**config.mk**
```make
export PLATFORM = sky130hd
export DESIGN_NAME = dr_counter_sync
export DESIGN_NICKNAME = d
export VERILOG_FILES = /design/src/rtl/dr_counter_sync.sv
export SDC_FILE = /design/constraint.sdc
export NUM_CORES = 1
export LEC_CHECK = 0
export CAP_MARGIN = 30
export CORE_MARGIN = 8
export CORE_UTILIZATION = 36
export DETAILED_ROUTE_END_ITERATION = 10
export HOLD_SLACK_MARGIN = 0.12
export REMOVE_ABC_BUFFERS = 1
export SLEW_MARGIN = 30
export SYNTH_ARGS = -nofsm -noshare
export SYNTH_HDL_FRONTEND = slang
export SYNTH_SLANG_ARGS = --single-unit
export TNS_END_PERCENT = 30
```
**constraint.sdc**
```tcl
create_clock -name clk -period 2.6 [get_ports clk]
set_clock_uncertainty 0.1 [all_clocks]
set_input_delay 0.26 -clock clk [delete_from_list [all_inputs] [get_ports clk]]
set_output_delay 0.26 -clock clk [all_outputs]
set_load 0.02 [all_outputs]
```
**src/rtl/dr_counter_sync.sv**
```systemverilog
// dr_counter_sync: clocked dual-rail counter source.
// Presents count_q as NCL wavefronts (DATA, NULL, DATA, ...) under a
// four-phase completeness handshake driven by sum_ack.
module dr_counter_sync #(
  parameter int WIDTH   = 32,
  parameter int STEP    = 1,
  parameter int RST_VAL = 0
) (
  input  logic               clk,
  input  logic               init,
  input  logic               en,
  input  logic               mode_down,
  input  logic               sat,
  input  logic               load,
  input  logic [WIDTH-1:0]   load_val,
  output logic [2*WIDTH-1:0] sum_dr,
  output logic [1:0]         carry_dr,
  input  logic               sum_ack,
  output logic [WIDTH-1:0]   count_q
);

  localparam logic [0:0] S_NULL = 1'b0;
  localparam logic [0:0] S_DATA = 1'b1;

  localparam logic [WIDTH:0]   STEP_X = (WIDTH+1)'(STEP);
  localparam logic [WIDTH-1:0] RST_X  = WIDTH'(RST_VAL);

  logic [0:0]         state_q, state_d;
  logic [WIDTH-1:0]   count_d;
  logic [2*WIDTH-1:0] sum_q, sum_d;
  logic [1:0]         carry_q, carry_d;

  // One extra bit exposes the carry out of the add and the borrow of the subtract
  logic [WIDTH:0]     up_ext;
  logic [WIDTH:0]     dn_ext;
  logic               limit_hit;
  logic [WIDTH-1:0]   count_adv;
  logic [2*WIDTH-1:0] count_enc;

  // Dual-rail encoding of the current count: rail 1 carries the bit, rail 0 its complement
  for (genvar gi = 0; gi < WIDTH; gi++) begin : g_enc
    assign count_enc[2*gi+1] = count_q[gi];
    assign count_enc[2*gi]   = ~count_q[gi];
  end

  // Advance value and terminal-count detection for the current direction/mode
  always_comb begin
    up_ext    = {1'b0, count_q} + STEP_X;
    dn_ext    = {1'b0, count_q} - STEP_X;
    limit_hit = mode_down ? dn_ext[WIDTH] : up_ext[WIDTH];
    if (mode_down) begin
      count_adv = (sat && limit_hit) ? '0 : dn_ext[WIDTH-1:0];
    end else begin
      count_adv = (sat && limit_hit) ? {WIDTH{1'b1}} : up_ext[WIDTH-1:0];
    end
  end

  // Handshake FSM: load or launch from NULL, return to NULL and advance on ack
  always_comb begin
    state_d = state_q;
    count_d = count_q;
    sum_d   = sum_q;
    carry_d = carry_q;
    if (state_q == S_NULL) begin
      if (load) begin
        count_d = load_val;
      end else if (en && !sum_ack) begin
        state_d = S_DATA;
        sum_d   = count_enc;
        carry_d = limit_hit ? 2'b10 : 2'b01;
      end
    end else begin
      if (sum_ack) begin
        state_d = S_NULL;
        sum_d   = '0;
        carry_d = 2'b00;
        count_d = count_adv;
      end
    end
  end

  // State and output registers; init overrides everything, including mid-DATA
  always_ff @(posedge clk) begin
    if (init) begin
      state_q <= S_NULL;
      count_q <= RST_X;
      sum_q   <= '0;
      carry_q <= 2'b00;
    end else begin
      state_q <= state_d;
      count_q <= count_d;
      sum_q   <= sum_d;
      carry_q <= carry_d;
    end
  end

  assign sum_dr   = sum_q;
  assign carry_dr = carry_q;

endmodule

```
==> results.toml, run 1 <==
[placement]
place_ws_ns = -0.3525
portBuffers = 136
place_inst = 1122
hpwl_um = 17060
routabilityCongestion = 0.8736

[min_path]
hp-class = "in -> reg"
hold_depth = 2

[synthesis]
ys_ff_latch = 99
synthFlopType = "dfxtp_1"
async_reset_ff_share_pct = 0
synth_cell_types = 60
syn-cell-area_um2 = 5406
synth_edf_count = 0
synth_top_cells_by_area = "dfxtp_1 (37%), a21oi_1 (7.5%), nand2_1 (7.4%)"
syn_avg_cell_area_um2 = 7.218
synthCells = 749
synth_top_area_share_pct = 36.66
yosysTopAreaCell = "dfxtp_1"
yosys_warnings = 0
ys_seq_area_share_pct = 36.66

[cells_and_area]
final_cells = 1145
nets = 997
post-route-util_pct = 57.26
drive_above_1_share_pct = 21.75
diodes = 0
areaGrowthSynthToFinish_pct = 54.50
layout_common_cells = "clkdlybuf4s50_1 (135), buf_4 (124), nand2_1 (103), nor2_1 (101), dfxtp_1 (95)"
final_common_cell = "clkdlybuf4s50_1"

[worst_setup_path]
worstPathArrival_ns = 2.91
cp_slowest_stage_delay_ns = 0.60
critPathSlowestCell = "or4_1"
crit_start = "count_q[0]"
cp_max_fo = 6
cp-start-kind = "flip-flop"
reg2reg_depth = 8
crit_end = "count_q[23]"
required_ns = 2.75
crit_path_end_kind = "flip-flop"
reg2reg_slack_ns = -0.16
timing.rr.end = "count_q[23]"
path_cells = "or4_1 -> nor3_1 -> buf_4 -> nand2_2 -> or4_4 -> and3_4 -> a211o_1 -> a32o_1"
reg2reg_from = "count_q[0]"
path_class = "reg -> reg"

[sta]
finalWorstPathRequiredPeriod_ns = 2.762
rsz0062_at_grt = "true"
worstMarginPinSlew_ns = 0.6194
timing.hold.ws_ns = 0.1605
setup_viol = 23
setup_ws_ns = -0.1621
clock.fmax_mhz = 362.0
relSlewSlack_pct = 58.62
fin_crit_sh_pct = 106.2
hold_viol = 0
finalMaxSlewViolations = 0

[global_route]
antenna_found_initial = 0
grt_max_degree = 40
grt_usage_pct = 23.37
grt_pass1_vias = 6456
grt_pass1_wl_um = 36470
overflow = 0

[clock_network]
clk_pin_slew_ns = 0.07
htreeDepth = 3
clock-sinks = 99
cts_root_buf = "clkbuf_16"
cts_tree = "built"
clockBufferDepth = 2
cts_buffers = 9
clock_latency_ns = 0.36

[route]
drt_first_pass_iters = 8
vias = 6573
antenna_left = 0
drt-initial-drc-count = 534
drcViolationCount = 0
vias_per_cell = 5.741
wl_per_cell_um = 20.34
wirelength_um = 23290

[pwr]
powerDensity_nw_per_um2 = 504.6
vdd_ir_drop_max_mv = 0.3093
leakage_uw = 0.003155
p_total_uw = 4215

[floorplan]
core_um2 = 14590
dieHeight_um = 138.5
row_count = 44
initial_core_util_pct = 37.06
ios = 137
die_width_um = 138.5
die-area_um2 = 19190

[job]
cap_violations = 0

[outcome]
status = "complete, but fails checks"
violations = "negative setup slack"
## state kept, by name, indices dropped and copies added, names as in the netlist
signal	flops
count_q	32
state_q	1
carry_dr	2
sum_dr	64
## power by group
group          switching, µW  internal [µW]  total [µW]
registers               59.7           1590        1650
logic                    656            531        1190
clock network            625            753        1380
## worst min path at each step
stage,to,slack (ns),start
after floorplan,count_q[20],0.23,init
after global placement,sum_dr[51],0.34,sum_dr[51]
after detailed placement,sum_dr[49],0.35,sum_dr[49]
after CTS,sum_dr[36],0.14,init
after global routing,sum_dr[36],0.20,init
final,sum_dr[36],0.16,init
## stage by stage
step	setup TNS, ns	area, µm²
global route	-3.934	8353
detailed placement	-7.933	7714
CTS	-1.720	8287
global placement	-6.952	7686
finish	-1.493	8353
floorplan	-171.20	5095
## synthesized netlist by cell type (all sizes together) (4+ instances only)
cell type,number
o221ai,8
a21oi,81
a221oi,4
a32o,4
o311ai,4
o21ai,38
clkbuf,68
a211o,5
a22oi,7
nand2,106
nand4,12
xor2,7
o211ai,8
xnor2,6
a211oi,7
nor4,20
or4,11
and3,11
nor2,102
o31ai,5
o41ai,9
dfxtp,99
nor3,26
buf,9
and4,6
o21a,5
nand3,28
inv,12
or3,11
## layout make-up
class                   instances  area [µm²]
inverters                      12       45.04
clock inverters                 5       62.56
multi-input cells             561        3328
fillers                      1402        6236
flip-flops and latches         99        1992
well taps                     184       230.2
clock buffers                  11       232.7
repair buffers                273        2462
## kinds of logic (layout without fill, tap and decap cells)
logic type | count (synthesis) | after routing | synth area share [%]
AND/OR/NAND/NOR | 349 | 349 | 30.90
AO/OA/AOI/OAI | 197 | 197 | 23.28
flip-flops | 99 | 99 | 36.66
buffers and inverters | 89 | 301 | 6.595
XOR/XNOR | 13 | 13 | 2.106
adder cells (fa/ha/maj) | 2 | 2 | 0.4628
## timing repair
action | CTS | global route
setup endpoints to repair | 34 | 34
hold buffers | 0 | 0
pin swaps | 41 | 20
buffers inserted | 8 | 0
resized for setup | 50 | 17
## worst max-delay path: cells and delay by family (launching register included)
family | cells | cell delay [ns]
and+or+nand+nor | 5 | 1.59
AOI/OAI and AO/OA | 2 | 0.43
DFF | 1 | 0.36
buffers and inverters | 1 | 0.17
## routing by layer
metal  share of wire (%)  global-route usage, %  up-vias
li1                    -                      -     3095
met1                  45                  30.55     3207
met2                  47                  38.12      237
met3                 5.9                  4.007       34
met4                 1.8                  7.723        0
met5                   0                      0        -
Power figures use the tool's default switching activity.
==> run 2, diff against run 1 <==
REMOVE_ABC_BUFFERS = unset   (was 1)
==> results.toml, run 2 (synthesized netlist as in run 1, its figures left out) <==
[outcome]
status = "complete, but fails checks"
violations = "negative setup slack"

[sta]
finalMaxSlewViolations = 0
hold_viol = 0
setup_viol = 27
setup_ws_ns = -0.1951
fin_crit_sh_pct = 107.5
rsz0062_at_grt = "true"
finalWorstPathRequiredPeriod_ns = 2.795
relSlewSlack_pct = 37.59
timing.hold.ws_ns = 0.3573
worstMarginPinSlew_ns = 0.9340
clock.fmax_mhz = 357.8

[cells_and_area]
nets = 1007
layout_common_cells = "clkdlybuf4s50_1 (135), buf_4 (132), nand2_1 (105), nor2_1 (100), dfxtp_1 (95)"
fillers = 1347
drive_above_1_share_pct = 22.14
post-route-util_pct = 57.90
diodes = 0
final_common_cell = "clkdlybuf4s50_1"
areaGrowthSynthToFinish_pct = 56.24
largest_register_ffs = 64
stdcell_area_um2 = 8447

[clock_network]
clock_latency_ns = 0.37
clk_pin_slew_ns = 0.08
clockBufferDepth = 2
cts_buffers = 9
cts_root_buf = "clkbuf_16"
clock-sinks = 99
htreeDepth = 3
cts_tree = "built"

[worst_setup_path]
required_ns = 2.76
cp-start-kind = "flip-flop"
path_class = "reg -> reg"
crit_end = "count_q[3]"
reg2reg_depth = 9
cp_max_fo = 5
worstPathArrival_ns = 2.96
crit_start = "count_q[7]"
reg2reg_from = "count_q[7]"
crit_path_end_kind = "flip-flop"
reg2reg_slack_ns = -0.20
timing.rr.end = "count_q[3]"

[route]
vias_per_cell = 5.701
drcViolationCount = 0
vias = 6585
drt_first_pass_iters = 5
wirelength_um = 23900
antenna_left = 0
wl_per_cell_um = 20.70
drt-initial-drc-count = 732

[floorplan]
die_width_um = 138.5
core_um2 = 14590
dieHeight_um = 138.5
row_count = 44
initial_core_util_pct = 37.06
die-area_um2 = 19190
ios = 137

[global_route]
grt_busiest_layer = "met2"
overflow = 0
grt_util_met3_pct = 5.890
antenna_found_initial = 0
met2_usage_pct = 37.58
grt.met1_usage_pct = 31.84
grt_pass1_wl_um = 36890
grt_pass1_vias = 6285
grt_max_degree = 55
grt_usage_pct = 23.96

[job]
cap_violations = 0

[placement]
placed_area_um2 = 7838
portBuffers = 136
routabilityCongestion = 0.9118
hpwl_um = 17800

[pwr]
leakage_uw = 0.003253
vdd_ir_drop_max_mv = 0.2939
powerDensity_nw_per_um2 = 503.5

[min_path]
hp-class = "reg -> reg"

[synthesis]
synth_fp_nets = 790
==> run 2: cell types whose count changed in the layout (fill, tap and decap cells not counted), moves of 3 or more <==
cell,change
nor3_1,-3
a211oi_1,+4
buf_12,+4
a211oi_2,-4
buf_4,+8
==> run 2: per-stage QoR <==
step                      instances  worst slack [ns]  setup TNS (ns)  power (µW)
after floorplan                 749           -0.2431          -4.269        2216
after global placement         1132           -0.3617          -7.937        2810
after detailed placement       1132           -0.3470          -8.470        2814
after CTS                      1151           -0.1983          -2.380        4246
after global routing           1155           -0.2590          -4.693        4420
final                          1155           -0.1951          -2.513        4253
==> run 2: worst max-delay path: stages (launching register included) <==
cell and delay (ns):
dfxtp_2 0.33, or4_4 0.54, or4b_4 0.61, buf_6 0.17, nor4_4 0.13, o21a_1 0.18, buf_6 0.12, a211oi_1 0.04
a311o_1 0.27, a32o_1 0.20
==> run 2: worst min-delay path by stage <==
| stage | startpoint | endpoint | depth (start not counted) |
|---|---|---|---|
| after floorplan | load_val[11] | count_q[11] | 2 |
| after global placement | sum_dr[25] | sum_dr[25] | 2 |
| after detailed placement | sum_dr[41] | sum_dr[41] | 2 |
| after CTS | sum_dr[41] | sum_dr[41] | 2 |
| after global routing | sum_dr[49] | sum_dr[49] | 2 |
| final | sum_dr[49] | sum_dr[49] | 2 |
==> run 2: per-layer routing <==
metal | vias to the layer above | share of wire (%)
li1 | 3123 | -
met1 | 3181 | 46
met2 | 253 | 46
met3 | 28 | 7.0
met4 | 0 | 1.5
met5 | - | 0
==> run 2: power by group <==
part	switching [µW]	leakage, µW	total [µW]	internal (µW)
clock network	715	0.000148	1400	685
registers	57.3	0.000809	1650	1590
logic	664	0.00230	1210	543
==> run 2: area by class of cell <==
type	count	area [µm²]	share of cell area, %
clock buffers	9	225.2	2.666
well taps	184	230.2	2.726
flip-flops and latches	99	1987	23.52
inverters	12	45.04	0.5333
repair buffers	283	2559	30.29
clock inverters	7	78.83	0.9332
multi-input cells	561	3322	39.33
==> run 2: timing repair <==
item	4_1_cts	5_1_grt
pin swaps	34	21
hold endpoints to repair	1	0
resized for setup	35	21
hold buffers	1	0
buffers inserted	2	4
setup endpoints to repair	34	34
==> run 3, diff against run 2 <==
SKIP_LAST_GASP = 1   (was unset)
==> results.toml, run 3 (synthesized netlist as in run 1, its figures left out) <==
[min_path]
hp-class = "reg -> reg"
hold_depth = 2

[global_route]
grt_pass1_wl_um = 36790
overflow = 0
antenna_found_initial = 0
grt_max_degree = 55
grt_usage_pct = 23.90
grt_pass1_vias = 6299

[floorplan]
ios = 137
dieHeight_um = 138.5
die-area_um2 = 19190
die_width_um = 138.5
core_um2 = 14590
initial_core_util_pct = 37.06
row_count = 44

[sta]
totalNegativeSetupSlack_ns = -2.950
setup_ws_ns = -0.2175
relSlewSlack_pct = 36.23
clock.fmax_mhz = 354.9
setup_viol = 28
fin_crit_sh_pct = 108.4
finalMaxSlewViolations = 0
hold_viol = 0
rsz0062_at_grt = "true"
finalWorstPathRequiredPeriod_ns = 2.817
worstMarginPinSlew_ns = 0.9544

[cells_and_area]
final_common_cell = "clkdlybuf4s50_1"
largest_register_ffs = 64
seq_area_um2 = 1986
drive_above_1_share_pct = 22.40
multiInputGateArea_um2 = 3342
layout_common_cells = "clkdlybuf4s50_1 (135), buf_4 (134), nand2_1 (104), nor2_1 (100), dfxtp_1 (96)"
areaGrowthSynthToFinish_pct = 56.86
fillers = 1347
nets = 1009
diodes = 0

[route]
vias_per_cell = 5.666
wl_per_cell_um = 20.69
vias = 6555
drt_first_pass_iters = 6
antenna_left = 0
drcViolationCount = 0
wirelength_um = 23940
drt-initial-drc-count = 699

[job]
cap_violations = 0

[worst_setup_path]
reg2reg_depth = 9
worstPathArrival_ns = 2.95
path_class = "reg -> reg"
cp-start-kind = "flip-flop"
crit_path_end_kind = "flip-flop"
required_ns = 2.73
cp_max_fo = 5

[clock_network]
cts_buffers = 9
clock-sinks = 99
clk_pin_slew_ns = 0.08
cts_root_buf = "clkbuf_16"
cts_tree = "built"
htreeDepth = 3
clockBufferDepth = 2
clock_latency_ns = 0.37

[synthesis]
synth_fp_nets = 790

[pwr]
vdd_ir_drop_max_mv = 0.3142
powerDensity_nw_per_um2 = 502.4
leakage_uw = 0.003268
p_total_uw = 4260

[outcome]
violations = "negative setup slack"
status = "complete, but fails checks"

[placement]
place_ws_ns = -0.3470
hpwl_um = 17800
routabilityCongestion = 0.9118
portBuffers = 136
## run 3: cell types whose count changed in the layout (fill, tap and decap cells not counted), moves of 2 or more
cell | before | now
nor4_1 | 14 | 12
nor4_2 | 2 | 4
nand3_1 | 27 | 25
buf_4 | 132 | 134
## run 3: worst paths after layout
| kind | slack (ns) | to | start |
|---|---|---|---|
| hold / removal | 0.36 | sum_dr[49] | sum_dr[49] |
| hold reg to reg | 0.36 | sum_dr[49] | sum_dr[49] |
| setup / recovery | -0.22 | count_q[21] | count_q[7] |
| setup reg to reg | -0.22 | count_q[21] | count_q[7] |
## run 3: layer usage
| metal | share of wire, % | global-route usage [%] |
|---|---|---|
| met1 | 45 | 31.59 |
| met2 | 46 | 37.61 |
| met3 | 7.3 | 5.959 |
| met4 | 1.3 | 6.865 |
| met5 | 0 | 0 |
## run 3: metrics by stage
stage               hold slack [ns]  util, %  instance area, µm²  instances
floorplan                    0.3320        -                5429        749
global placement             0.3413    53.67                7830       1132
detailed placement           0.3481    53.72                7838       1132
CTS                          0.3594    56.78                8284       1151
global route                 0.3738    58.13                8481       1157
finish                       0.3564    58.13                8481       1157
## run 3: repair_timing
| item | in CTS | in global routing |
|---|---|---|
| pin swaps | 22 | 12 |
| endpoints found under the hold margin | 1 | 0 |
| hold buffers | 1 | 0 |
| gates resized for setup | 25 | 34 |
| setup endpoints to repair | 34 | 34 |
| buffers inserted | 2 | 6 |
## run 3: critical path, stage by stage, from the launching register on
cell	delay (ns)
dfxtp_2	0.33
or4_4	0.54
or4b_4	0.62
buf_6	0.18
nor4_4	0.11
o21a_1	0.18
buf_4	0.18
nor3_1	0.07
nor4_1	0.26
o41ai_1	0.12
## run 3: layout make-up
cell class                 instances  area share (%)
sequential                        99           23.41
tap                              184           2.715
inverter                          12          0.5311
timing repair buffer             285           30.35
multi-input combinational        561           39.41
clock buffer                       9           2.656
clock inverter                     7          0.9295
## run 3: where the power goes
part / internal [µW] / switching (µW)
sequential: 1590 / 57.7
clock: 685 / 713
combinational: 545 / 671
